`config.mk`:
```
export PLATFORM = sky130hd
export DESIGN_NAME = alu_result_tx
export DESIGN_NICKNAME = d
export VERILOG_FILES = /design/src/rtl/alu_result_tx.sv
export SDC_FILE = /design/constraint.sdc
export NUM_CORES = 1
export LEC_CHECK = 0
export BUFFER_PORTS_ARGS = -buffer_cell sky130_fd_sc_hd__clkbuf_2
export CAP_MARGIN = 10
export CORE_MARGIN = 2
export CORE_UTILIZATION = 63
export CTS_CLUSTER_SIZE = 14
export DETAILED_ROUTE_END_ITERATION = 10
export PLACE_DENSITY = 0.82
export REMOVE_ABC_BUFFERS = 1
export SYNTH_ARGS = -nofsm -noshare
export SYNTH_HDL_FRONTEND = slang
export SYNTH_SLANG_ARGS = --single-unit
export TNS_END_PERCENT = 5
```
`constraint.sdc`:
```
create_clock -name clk -period 6 [get_ports clk]
set_input_delay 0.3 -clock clk [delete_from_list [all_inputs] [get_ports clk]]
set_output_delay 0.3 -clock clk [all_outputs]
set_load 0.1 [all_outputs]
```
`src/rtl/alu_result_tx.sv`:
```
// alu_result_tx: buffers ALU result bytes plus carry/overflow in a small
// FIFO and sends each entry as a 13-bit framed word on one serial pin.
//
// Ports:
//   clk, rst_n     clock, asynchronous active-low reset
//   in_valid       ALU result below is valid this cycle
//   in_ready       FIFO can accept an entry (not full)
//   in_result      8-bit ALU result
//   in_carry       ALU carry out
//   in_overflow    ALU overflow
//   clr_lost       clear the sticky lost flag
//   tx             serial line, idles high
//   busy           a frame is in progress
//   fifo_count     occupied FIFO entries
//   lost           sticky: a result was offered while the FIFO was full
//
// Frame: start(0), result[0..7], carry, overflow, even parity, stop(1).

module alu_result_tx #(
   parameter int CLKS_PER_BIT = 4,
   parameter int FIFO_DEPTH   = 4
) (
   input  logic                          clk,
   input  logic                          rst_n,
   input  logic                          in_valid,
   output logic                          in_ready,
   input  logic [7:0]                    in_result,
   input  logic                          in_carry,
   input  logic                          in_overflow,
   input  logic                          clr_lost,
   output logic                          tx,
   output logic                          busy,
   output logic [$clog2(FIFO_DEPTH):0]   fifo_count,
   output logic                          lost
);

   localparam int AW = $clog2(FIFO_DEPTH);
   localparam int CW = AW + 1;
   localparam int BW = $clog2(CLKS_PER_BIT);

   localparam logic [CW-1:0] DEPTH_C = CW'(FIFO_DEPTH);
   localparam logic [BW-1:0] BAUD_LAST = BW'(CLKS_PER_BIT - 1);

   typedef enum logic [2:0] {
      S_IDLE,
      S_START,
      S_PAYLOAD,
      S_PARITY,
      S_STOP
   } state_t;

   // FIFO storage and bookkeeping
   logic [9:0]    r_mem [FIFO_DEPTH];
   logic [AW-1:0] r_wptr;
   logic [AW-1:0] r_rptr;
   logic [CW-1:0] r_count;
   logic          r_lost;

   // Transmitter state
   state_t        r_state;
   logic [BW-1:0] r_baud;
   logic [3:0]    r_bitcnt;
   logic [9:0]    r_shift;
   logic          r_parity;
   logic          r_tx;
   logic          r_busy;

   logic          w_full;
   logic          w_push;
   logic          w_pop;
   logic          w_baud_end;
   logic [9:0]    w_head;

   assign w_full     = (r_count == DEPTH_C);
   assign w_push     = in_valid && !w_full;
   // The transmitter only takes a new entry while idle.
   assign w_pop      = (r_state == S_IDLE) && (r_count != '0);
   assign w_baud_end = (r_baud == BAUD_LAST);
   assign w_head     = r_mem[r_rptr];

   assign in_ready   = !w_full;
   assign fifo_count = r_count;
   assign lost       = r_lost;
   assign tx         = r_tx;
   assign busy       = r_busy;

   // Storage is not reset; occupancy is tracked by r_count alone.
   always_ff @(posedge clk) begin
      if (w_push) begin
         r_mem[r_wptr] <= {in_overflow, in_carry, in_result};
      end
   end

   always_ff @(posedge clk or negedge rst_n) begin
      if (!rst_n) begin
         r_wptr  <= '0;
         r_rptr  <= '0;
         r_count <= '0;
      end else begin
         if (w_push) begin
            r_wptr <= r_wptr + AW'(1);
         end
         if (w_pop) begin
            r_rptr <= r_rptr + AW'(1);
         end
         case ({w_push, w_pop})
            2'b10:   r_count <= r_count + CW'(1);
            2'b01:   r_count <= r_count - CW'(1);
            default: r_count <= r_count;
         endcase
      end
   end

   // Set has priority over clear.
   always_ff @(posedge clk or negedge rst_n) begin
      if (!rst_n) begin
         r_lost <= 1'b0;
      end else if (in_valid && w_full) begin
         r_lost <= 1'b1;
      end else if (clr_lost) begin
         r_lost <= 1'b0;
      end
   end

   // tx/busy are registered with the state so the line never sees
   // a combinational path from the FIFO.
   always_ff @(posedge clk or negedge rst_n) begin
      if (!rst_n) begin
         r_state  <= S_IDLE;
         r_baud   <= '0;
         r_bitcnt <= '0;
         r_shift  <= '0;
         r_parity <= 1'b0;
         r_tx     <= 1'b1;
         r_busy   <= 1'b0;
      end else begin
         unique case (r_state)
            S_IDLE: begin
               r_baud   <= '0;
               r_bitcnt <= '0;
               if (w_pop) begin
                  r_shift  <= w_head;
                  r_parity <= ^w_head;
                  r_tx     <= 1'b0;
                  r_busy   <= 1'b1;
                  r_state  <= S_START;
               end else begin
                  r_tx     <= 1'b1;
                  r_busy   <= 1'b0;
               end
            end
            S_START: begin
               if (w_baud_end) begin
                  r_baud  <= '0;
                  r_tx    <= r_shift[0];
                  r_state <= S_PAYLOAD;
               end else begin
                  r_baud  <= r_baud + BW'(1);
               end
            end
            S_PAYLOAD: begin
               if (w_baud_end) begin
                  r_baud <= '0;
                  if (r_bitcnt == 4'd9) begin
                     r_tx    <= r_parity;
                     r_state <= S_PARITY;
                  end else begin
                     // Next bit is the one about to shift into bit 0.
                     r_bitcnt <= r_bitcnt + 4'd1;
                     r_shift  <= {1'b0, r_shift[9:1]};
                     r_tx     <= r_shift[1];
                  end
               end else begin
                  r_baud <= r_baud + BW'(1);
               end
            end
            S_PARITY: begin
               if (w_baud_end) begin
                  r_baud  <= '0;
                  r_tx    <= 1'b1;
                  r_state <= S_STOP;
               end else begin
                  r_baud  <= r_baud + BW'(1);
               end
            end
            S_STOP: begin
               if (w_baud_end) begin
                  r_baud  <= '0;
                  r_busy  <= 1'b0;
                  r_state <= S_IDLE;
               end else begin
                  r_baud  <= r_baud + BW'(1);
               end
            end
            default: begin
               r_state <= S_IDLE;
               r_tx    <= 1'b1;
               r_busy  <= 1'b0;
            end
         endcase
      end
   end

endmodule
```
# After elaboration in Yosys (flattened, before gate mapping)
# Memories as Yosys holds them, arrays and structs flattened.
# Cells that the tools add are included.
# word_totals
n_memories	1
ramBits	40
elab_cells	85
register_bits	30
in_bits	14
output_inout_bits	7
# mem_list
memory	words	width	read_ports	rd_clocked_by_memory_dff	write_ports	line_no	rtl
r_mem	4	10	1	0	1	53	logic [9:0] r_mem [FIFO_DEPTH];
# classes
muxes	30
reduce_logical	19
n_bitwise	2
n_addsub	6
eq_ne	16
# op_table
operator	count
$mux W10	3
$pmux W10 S2	1
$mux W3	6
$pmux W3 S5	1
$ne A2 B2 Y1 const B	7
$mux W1	11
$reduce_xor A10 Y1	1
$mux W4	2
$pmux W4 S2	1
$reduce_and A4 Y1	2
$reduce_bool A2 Y1	4
$add A2 B1 Y2 const B	3
$eq A3 B2 Y1 const B	2
$eq A3 B3 Y1 const B	2
$pmux W3 S2	1
$reduce_and A6 Y1	1
$pmux W1 S5	1
$add A4 B1 Y4 const B	1
$eq A2 B2 Y1 const B	2
$eq A4 B4 Y1 const B	1
$pmux W2 S2	1
$reduce_and A2 Y1	2
$reduce_or A4 Y1	1
$add A3 B1 Y3 const B	1
other kinds (12)	15

# Depth between registers and ports, before layout
# Gate-level depths: netlist of the first run.
# depth
depth_word	5
depth_mapped	10
depth_no_buf	9

# Worst setup path after synthesis of the first run
# OpenSTA, ideal clock, no wires.
# synth_path
path_kind	register to register
start	register r_count[2] (netlist: fifo_count[2])
end	register r_count[2] (netlist: fifo_count[2])
period_less_slack_ps	3337
setup_slack_ps	2663
arrival_ps	3173
setup_ps	164
path_stages_with_launch	9
t_required_ps	5836
path_buffers	0
cell_sequence	dfrtp_1 > nand2_1 > nand2_1 > ha_1 > inv_1 > fa_1 > xor2_1 > nor2_1 > xor2_1
# synth_via
elab_chain_len	5
elab_cells_between_ends	11
classes_between	2 x add/sub; 3 x eq/ne; 1 x mux; 5 x reduce/logical
# synth_lines
item	line_no	rtl
start, declared	56	logic [CW-1:0] r_count;
start signal, assigned	107	2'b10: r_count <= r_count + CW'(1);
start signal, assigned	108	2'b01: r_count <= r_count - CW'(1);
start signal, assigned	109	default: r_count <= r_count;
$eq A3 B3 Y1 (*)	74	assign w_full = (r_count == DEPTH_C);
$logic_not A1 Y1 (*)	n/a	
via in_ready	26	output logic in_ready,
$logic_and A1 B1 Y1 (*)	75	assign w_push = in_valid && !w_full;
$eq A2 B1 Y1 / $eq A2 B2 Y1 (equally long branches)	106	case ({w_push, w_pop})
$pmux W3 S2 / $reduce_bool A2 Y1 (equally long branches)	n/a	
# Mark *: on every way through the listed nets, which the timed path passes. The rest lies on a longest branch.
# A chain may end at the register's enable or synchronous reset.

# Worst setup path in the final report of the first run
# layout_path
start	register r_state[2]
end	register r_count[2] (netlist: fifo_count[2])
# layout_via
elab_chain_len	4
elab_cells_between_ends	6
classes_between	2 x eq/ne; 1 x mux; 3 x reduce/logical
# layout_lines
item	line_no	rtl
start, declared	60	state_t r_state;
start signal, assigned	129	r_state <= S_IDLE;
start signal, assigned	146	r_state <= S_START;
start signal, assigned	156	r_state <= S_PAYLOAD;
$logic_not A3 Y1 (*)	77	assign w_pop = (r_state == S_IDLE) && (r_count != '0);
$logic_and A1 B1 Y1 (*)	77	
$eq A2 B1 Y1 / $eq A2 B2 Y1 (equally long branches)	106	
$pmux W3 S2 / $reduce_bool A2 Y1 (equally long branches)	n/a	
# Mark *: on every way between the ends. The rest lies on a longest branch, timed or not.

==> flow_metrics.tcl, run 1 <==
set metrics [dict create \
    status "completed" \
    yosysWarnings 0 \
    vias_per_cell 5.64 \
    use_met1_pct 27.9 \
    crit_top_cell "xor2_1" \
    grt_use_met3_pct 5.69 \
    cp_top_family "simple AND/OR/NAND/NOR gates" \
    internal-power_w 0.000959 \
    synth_seq_cells 70 \
    critPathKind "flip-flop to flip-flop" \
    synth_edf_count 40 \
    wire_per_inst_um 16.1 \
    die_x_um 74.0 \
    max-cap-violations 0 \
    fillers 306 \
    slew_viol_final 0 \
    place.port_buffers 20 \
    path_depth 8 \
    finalHoldViolCount 0 \
    antenna_found_initial 0 \
    overflow 0 \
    ant_nets 0 \
    worstPathArrival_ps 2910 \
    synthArstFlopShare_pct 42.9 \
    antennaDiodeCount 0 \
    io_pins 21 \
    grt_usage_pct 22.0 \
    end_kind "flip-flop" \
    cp_max_fo 8 \
    hold_class "primary input to asynchronous set/reset pin" \
    slowest_delay_ps 510 \
    path_clk_slew_ps 80 \
    syn_area_per_cell_um2 14.4 \
    grt_use_met2_pct 36.0 \
    clock_power_share_pct 32.7 \
    die_area_mm2 0.00548 \
    switchingPower_w 0.000433 \
    worst_slew_pin_slew_ps 740 \
    synthCells 215 \
    root_buffer "clkbuf_8" \
    synth_adder_area_share_pct 3.89 \
    dp_hpwl_um 3390 \
    final_core_util_pct 73.6 \
    fmax_ghz 0.378 \
    post-cts-setup-buffers 0 \
    crit_slowest_cell "nor3_1" \
    syn_to_final_growth_pct 12.6 \
    peakVddDrop_mv 0.370 \
    yosysTopAreaCell "edfxtp_1" \
    cts_buffer_depth 2 \
    wl_um 4980 \
    grt_max_degree 31 \
    drc 0 \
    start_util_pct 65.4 \
    seqPwrFrac_pct 44.8 \
    path_buf_inv 1 \
    die_y_um 74.0 \
    postCtsHoldBufs 0 \
    first_iter_violations 92 \
    synth_top_family_by_area "multiplexers" \
    rows 25 \
    netlist_area_mm2 0.00309 \
    max_slew_margin_pct 50.7 \
    synth_compound_area_share_pct 5.06 \
    p_comb_share_pct 22.5 \
    fin_crit_ps 2650 \
    rsz0062_at_grt "false" \
    fin_nets 260 \
    synth.area.top_cells "edfxtp_1, dfrtp_1, mux4_1" \
    num_vias 1744 \
    drive_above_1_share_pct 17.4 \
    start_kind "flip-flop" \
    grt_pass1_vias 1761 \
    cts-htree-levels 3 \
    grt_busiest_layer "met2" \
    yosysMostFrequentCell "edfxtp_1" \
    reg2regPathDepth 8 \
    synth_top_area_share_pct 38.9 \
    power_density_mw_per_mm2 400 \
    cts_buffers 9 \
    cts_tree "yes" \
    synth_simple_gate_area_share_pct 6.96 \
    p_sw_share_pct 31.1 \
    synth_ff_type "edfxtp_1" \
    core_mm2 0.00472 \
    synth_cell_type_count 34 \
    gp_congestion 0.777 \
    drtPass1Iterations 4 \
    leakagePower_nw 1.46 \
    required_ps 6270 \
    synth_common_cells "edfxtp_1, dfrtp_1, nand2_1" \
    period_share_pct 44.1 \
    clk_latency_ps 340 \
    crit_chain "nor3_1 -> nor2b_1 -> ha_1 -> inv_1 -> fa_1 -> xor2_1 -> nor2_1 -> xor2_1" \
    synth_xor_area_share_pct 5.22 \
    muxShareOfSynthArea_pct 13.2 \
    numClockSinks 70 \
    setup_violations 0 \
    post_cts_resized 0 \
    synth-seq-area-share_pct 63.2 \
    grt_pass1_wl_um 8580 \
    skew_ps 7.69 \
    setup-tns-final_ps 0 \
]
-- per-layer routing --
metal | wire length (um) | share of wire [%]
met1 | 2150 | 43
met3 | 223 | 4.5
met5 | 0 | 0
met4 | 91 | 1.8
met2 | 2510 | 50
-- layout make-up --
cell class | instances | area [um2] | area share [%]
inverters | 9 | 33.8 | 0.971
well taps | 67 | 83.8 | 2.41
repair buffers | 20 | 100 | 2.88
flip-flops and latches | 70 | 1950 | 56.2
clock inverters | 7 | 123 | 3.53
multi-input cells | 127 | 1060 | 30.5
clock buffers | 9 | 124 | 3.56
-- path summary, 6_finish.rpt --
path | from | slack, ps | to
worst max-delay path | r_state[2] | 3350 | fifo_count[2]
worst min register to register | r_shift[6] | 490 | r_shift[6]
worst min-delay path | rst_n | 3 | r_bitcnt[2]
worst max register to register | r_state[2] | 3350 | fifo_count[2]
max in group asynchronous | rst_n | 5520 | r_rptr[1]
min in group clk | clr_lost | 150 | lost
-- placed cells by master, fill, tap and decap left out --
| cell type | Yosys | routed |
|---|---|---|
| edfxtp_1 | 40 | 40 |
| dfrtp_1 | 29 | 29 |
| nand2_1 | 23 | 23 |
| clkbuf_2 | 0 | 20 |
| o21ai_0 | 19 | 19 |
| mux2i_1 | 13 | 13 |
| nor2_1 | 11 | 11 |
| inv_1 | 9 | 9 |
| clkbuf_8 | 0 | 9 |
| mux4_1 | 8 | 8 |
| xnor2_1 | 8 | 8 |
| ha_1 | 8 | 8 |
| xor2_1 | 6 | 6 |
| nand3_1 | 5 | 5 |
| and3_1 | 4 | 4 |
| a21oi_1 | 3 | 3 |
| bufinv_16 | 0 | 3 |
| nor3_1 | 2 | 2 |
| or3_1 | 2 | 2 |
| mux4_2 | 2 | 2 |
| mux2_2 | 2 | 2 |
| clkinv_4 | 0 | 2 |
| clkinvlp_4 | 0 | 2 |
| nor2b_1 | 1 | 1 |
| and3b_1 | 1 | 1 |
| o22ai_1 | 1 | 1 |
| xnor2_2 | 1 | 1 |
| xnor3_1 | 1 | 1 |
| o2111ai_1 | 1 | 1 |
| a22oi_1 | 1 | 1 |
| a21o_1 | 1 | 1 |
| a221oi_1 | 1 | 1 |
| o31ai_1 | 1 | 1 |
| fa_1 | 1 | 1 |
| dfstp_2 | 1 | 1 |
-- metrics by stage --
| step | instance area [um2] | power (W) | std cells | hold slack [ps] | setup slack [ps] |
|---|---|---|---|---|---|
| finish | 3480 | 0.00139 | 309 | 3.23 | 3350 |
| global route | 3480 | 0.00145 | 309 | 65.9 | 3110 |
| CTS | 3480 | 0.00140 | 309 | 26.3 | 3370 |
| detailed placement | 3230 | 0.000949 | 293 | 401 | 3420 |
| global placement | 3230 | 0.000937 | 293 | 401 | 3540 |
| floorplan | 3050 | 0.000876 | 206 | 4.41 | 2660 |
-- registers in the layout (all words and copies together), names as in the netlist --
name	flops
lost	1
tx	1
fifo_count	3
r_bitcnt	4
r_state	3
r_shift	10
busy	1
r_mem	40
r_baud	2
r_wptr	2
r_parity	1
r_rptr	2
-- power groups by stage --
stage / logic (W) / registers (W) / clock network [W]
5_1_grt: 0.000339 / 0.000631 / 0.000483
2_1_floorplan: 0.000160 / 0.000717 / 0
4_1_cts: 0.000318 / 0.000624 / 0.000463
3_5_place_dp: 0.000315 / 0.000634 / 0
6_report: 0.000314 / 0.000624 / 0.000455
3_3_place_gp: 0.000307 / 0.000630 / 0
-- kinds of logic (layout without fill, tap and decap cells) --
family                   after synthesis  in the layout
AND/OR/NAND/NOR                       49             49
multiplexers                          25             25
flip-flops                            70             70
buffers and inverters                 18             45
adder cells (fa/ha/maj)                9              9
XOR/XNOR                              16             16
AO/OA/AOI/OAI                         28             28
Power figures use the tool's default switching activity.
==> inputs of run 2 (changes only) <==
--- a/config.mk
+++ b/config.mk
@@ -5,13 +5,14 @@
 export SDC_FILE = /design/constraint.sdc
 export NUM_CORES = 1
 export LEC_CHECK = 0
+export ABC_AREA = 1
 export BUFFER_PORTS_ARGS = -buffer_cell sky130_fd_sc_hd__clkbuf_2
 export CAP_MARGIN = 10
 export CORE_MARGIN = 2
-export CORE_UTILIZATION = 63
+export CORE_UTILIZATION = 60
 export CTS_CLUSTER_SIZE = 14
 export DETAILED_ROUTE_END_ITERATION = 10
-export PLACE_DENSITY = 0.82
+export PLACE_DENSITY = 0.78
 export REMOVE_ABC_BUFFERS = 1
 export SYNTH_ARGS = -nofsm -noshare
 export SYNTH_HDL_FRONTEND = slang
==> constraint.sdc (replaced) <==
create_clock -name clk -period 2.6 [get_ports clk]
set_input_delay 0.13 -clock clk [delete_from_list [all_inputs] [get_ports clk]]
set_output_delay 0.13 -clock clk [all_outputs]
set_load 0.1 [all_outputs]
==> flow_metrics.tcl, run 2 <==
set metrics [dict create \
    status "completed" \
    cp_top_family "adder cells" \
    gp_congestion 0.799 \
    vias_per_cell 5.19 \
    fin_crit_ps 2220 \
    skew_ps 8.11 \
    post-cts-setup-buffers 0 \
    wire_per_inst_um 13.0 \
    grt_pass1_vias 2500 \
    post_cts_resized 0 \
    antennaDiodeCount 0 \
    numClockSinks 70 \
    setup-tns-final_ps 0 \
    r2r_slack_ps 380 \
    hold_class "primary input to flip-flop" \
    synth_ff_type "edfxtp_1" \
    start_util_pct 62.2 \
    syn_area_per_cell_um2 9.39 \
    multiInputGateArea_mm2 0.00128 \
    grt_max_degree 31 \
    holdPathStages 1 \
    max_slew_margin_pct 49.6 \
    regArea_mm2 0.00195 \
    grt_usage_pct 23.0 \
    whs_ps 14.4 \
    ant_nets 0 \
    critPathKind "flip-flop to flip-flop" \
    cp_max_fo 4 \
    synth_top_area_share_pct 34.9 \
    die_x_um 79.8 \
    start_kind "flip-flop" \
    largest_reg_flops 40 \
    path_buf_inv 3 \
    root_buffer "clkbuf_8" \
    clk_latency_ps 350 \
    die_y_um 79.8 \
    final_area_mm2 0.00390 \
    slew_viol_final 0 \
    wl_um 6270 \
    mostFrequentLayoutCells "nand2_1, edfxtp_1, dfrtp_1" \
    synth_common_cells "nand2_1, edfxtp_1, dfrtp_1" \
    place_area_mm2 0.00362 \
    yosysTopAreaCell "edfxtp_1" \
    synth.area.top_cells "edfxtp_1, dfrtp_1, nand2_1" \
    grt_pass1_wl_um 11000 \
    dp_hpwl_um 4220 \
    yosysMostFrequentCell "nand2_1" \
    crit_chain "nor2_2 -> inv_2 -> nor2_4 -> inv_2 -> nor2_2 -> ha_1 -> inv_1 -> fa_1 -> a21oi_1 -> o21ai_0 -> xnor2_1" \
    syn_to_final_growth_pct 13.1 \
    synth-seq-area-share_pct 56.7 \
    finalHoldViolCount 0 \
    core_mm2 0.00554 \
    netlist_area_mm2 0.00345 \
    slowest_delay_ps 440 \
    num_vias 2497 \
    first_iter_violations 149 \
    rows 27 \
    top_register "r_mem" \
    reg_top3 "r_mem (40), r_shift (10), r_bitcnt (4)" \
    cts_buffers 9 \
    synth_edf_count 40 \
    crit_slowest_cell "dfrtp_1" \
    cts-htree-levels 3 \
    overflow 0 \
    antenna_found_initial 0 \
    reg2regPathDepth 11 \
    cts_tree "yes" \
    yosysWarnings 0 \
    end_kind "flip-flop" \
    post-place-ws_ps 374 \
    drive_above_1_share_pct 18.6 \
    max-cap-violations 0 \
    fin_nets 427 \
    io_pins 21 \
    worstPathArrival_ps 2440 \
    die_area_mm2 0.00636 \
    fmax_ghz 0.451 \
    rsz0062_at_grt "false" \
    drtPass1Iterations 4 \
    period_share_pct 85.2 \
    cts_buffer_depth 2 \
    setup_violations 0 \
    synthArstFlopShare_pct 42.9 \
    synth_cell_type_count 38 \
    synthCells 367 \
    drc 0 \
    final_common_cell "nand2_1" \
    worst_slew_pin_slew_ps 755 \
    fillers 411 \
    synth_seq_cells 70 \
    fin_ws_ps 384 \
    place.port_buffers 20 \
    path_depth 11 \
    required_ps 2830 \
    path_clk_slew_ps 80 \
]
-- run 2: cell count changes in the layout (fill, tap and decap cells not counted), moves of 9 or more --
cell / delta
nand2_1: +108
nand3_1: +20
inv_1: +19
nor2_1: +16
mux2i_1: -12
inv_2: +11
dlygate4sd3_1: +9
-- run 2: stage by stage --
step	utilization, %	cells
4_1_cts	70.3	481
3_5_place_dp	65.4	456
2_1_floorplan	-	357
3_3_place_gp	65.4	456
5_1_grt	70.3	481
6_report	70.3	481
-- run 2: worst paths after layout --
path                                 endpoint    startpoint
worst max-delay path            fifo_count[2]    r_state[0]
worst min-delay path              r_mem[3][1]  in_result[1]
worst max register to register  fifo_count[2]    r_state[0]
worst min register to register           busy          busy
max in group asynchronous           r_wptr[0]         rst_n
min in group asynchronous          r_shift[2]         rst_n
-- run 2: cells by family after synthesis --
group | share of synthesized area (%)
XOR/XNOR | 1.53
adder cells (fa/ha/maj) | 3.49
multiplexers | 0.290
AND/OR/NAND/NOR | 24.3
AO/OA/AOI/OAI | 7.48
flip-flops | 56.7
buffers and inverters | 6.21
-- run 2: repair_timing --
item,CTS,global route
endpoints found under the setup margin,0,0
hold endpoints to repair,57,0
hold buffers,9,0
-- run 2: final cells by class --
| class | count | area share [%] |
|---|---|---|
| flip-flops and latches | 70 | 50.1 |
| inverters | 40 | 3.85 |
| clock inverters | 7 | 1.48 |
| multi-input cells | 247 | 32.8 |
| repair buffers | 36 | 6.23 |
| well taps | 72 | 2.31 |
| clock buffers | 9 | 3.18 |
-- run 2: worst reg2reg max path, cell delays in order, from the launching register on --
cell     delay, ps
dfrtp_1        440
nor2_2         160
inv_2           70
nor2_4         130
inv_2           90
nor2_2         170
ha_1           180
inv_1           70
fa_1           380
a21oi_1        140
o21ai_0        120
xnor2_1        150
-- run 2: layer usage --
layer | share of wire (%) | up-vias | wire (um) | GRT usage [%]
met1 | 43 | 1158 | 2690 | 28.2
met5 | 0 | - | 0 | 0
li1 | - | 1270 | - | -
met4 | 1.2 | 0 | 73 | 9.49
met3 | 4.8 | 8 | 304 | 4.52
met2 | 51 | 61 | 3210 | 39.7
Power of run 2 is not shown: default switching activity piles up to over one toggle a cycle in this logic, so the estimate is an artifact.
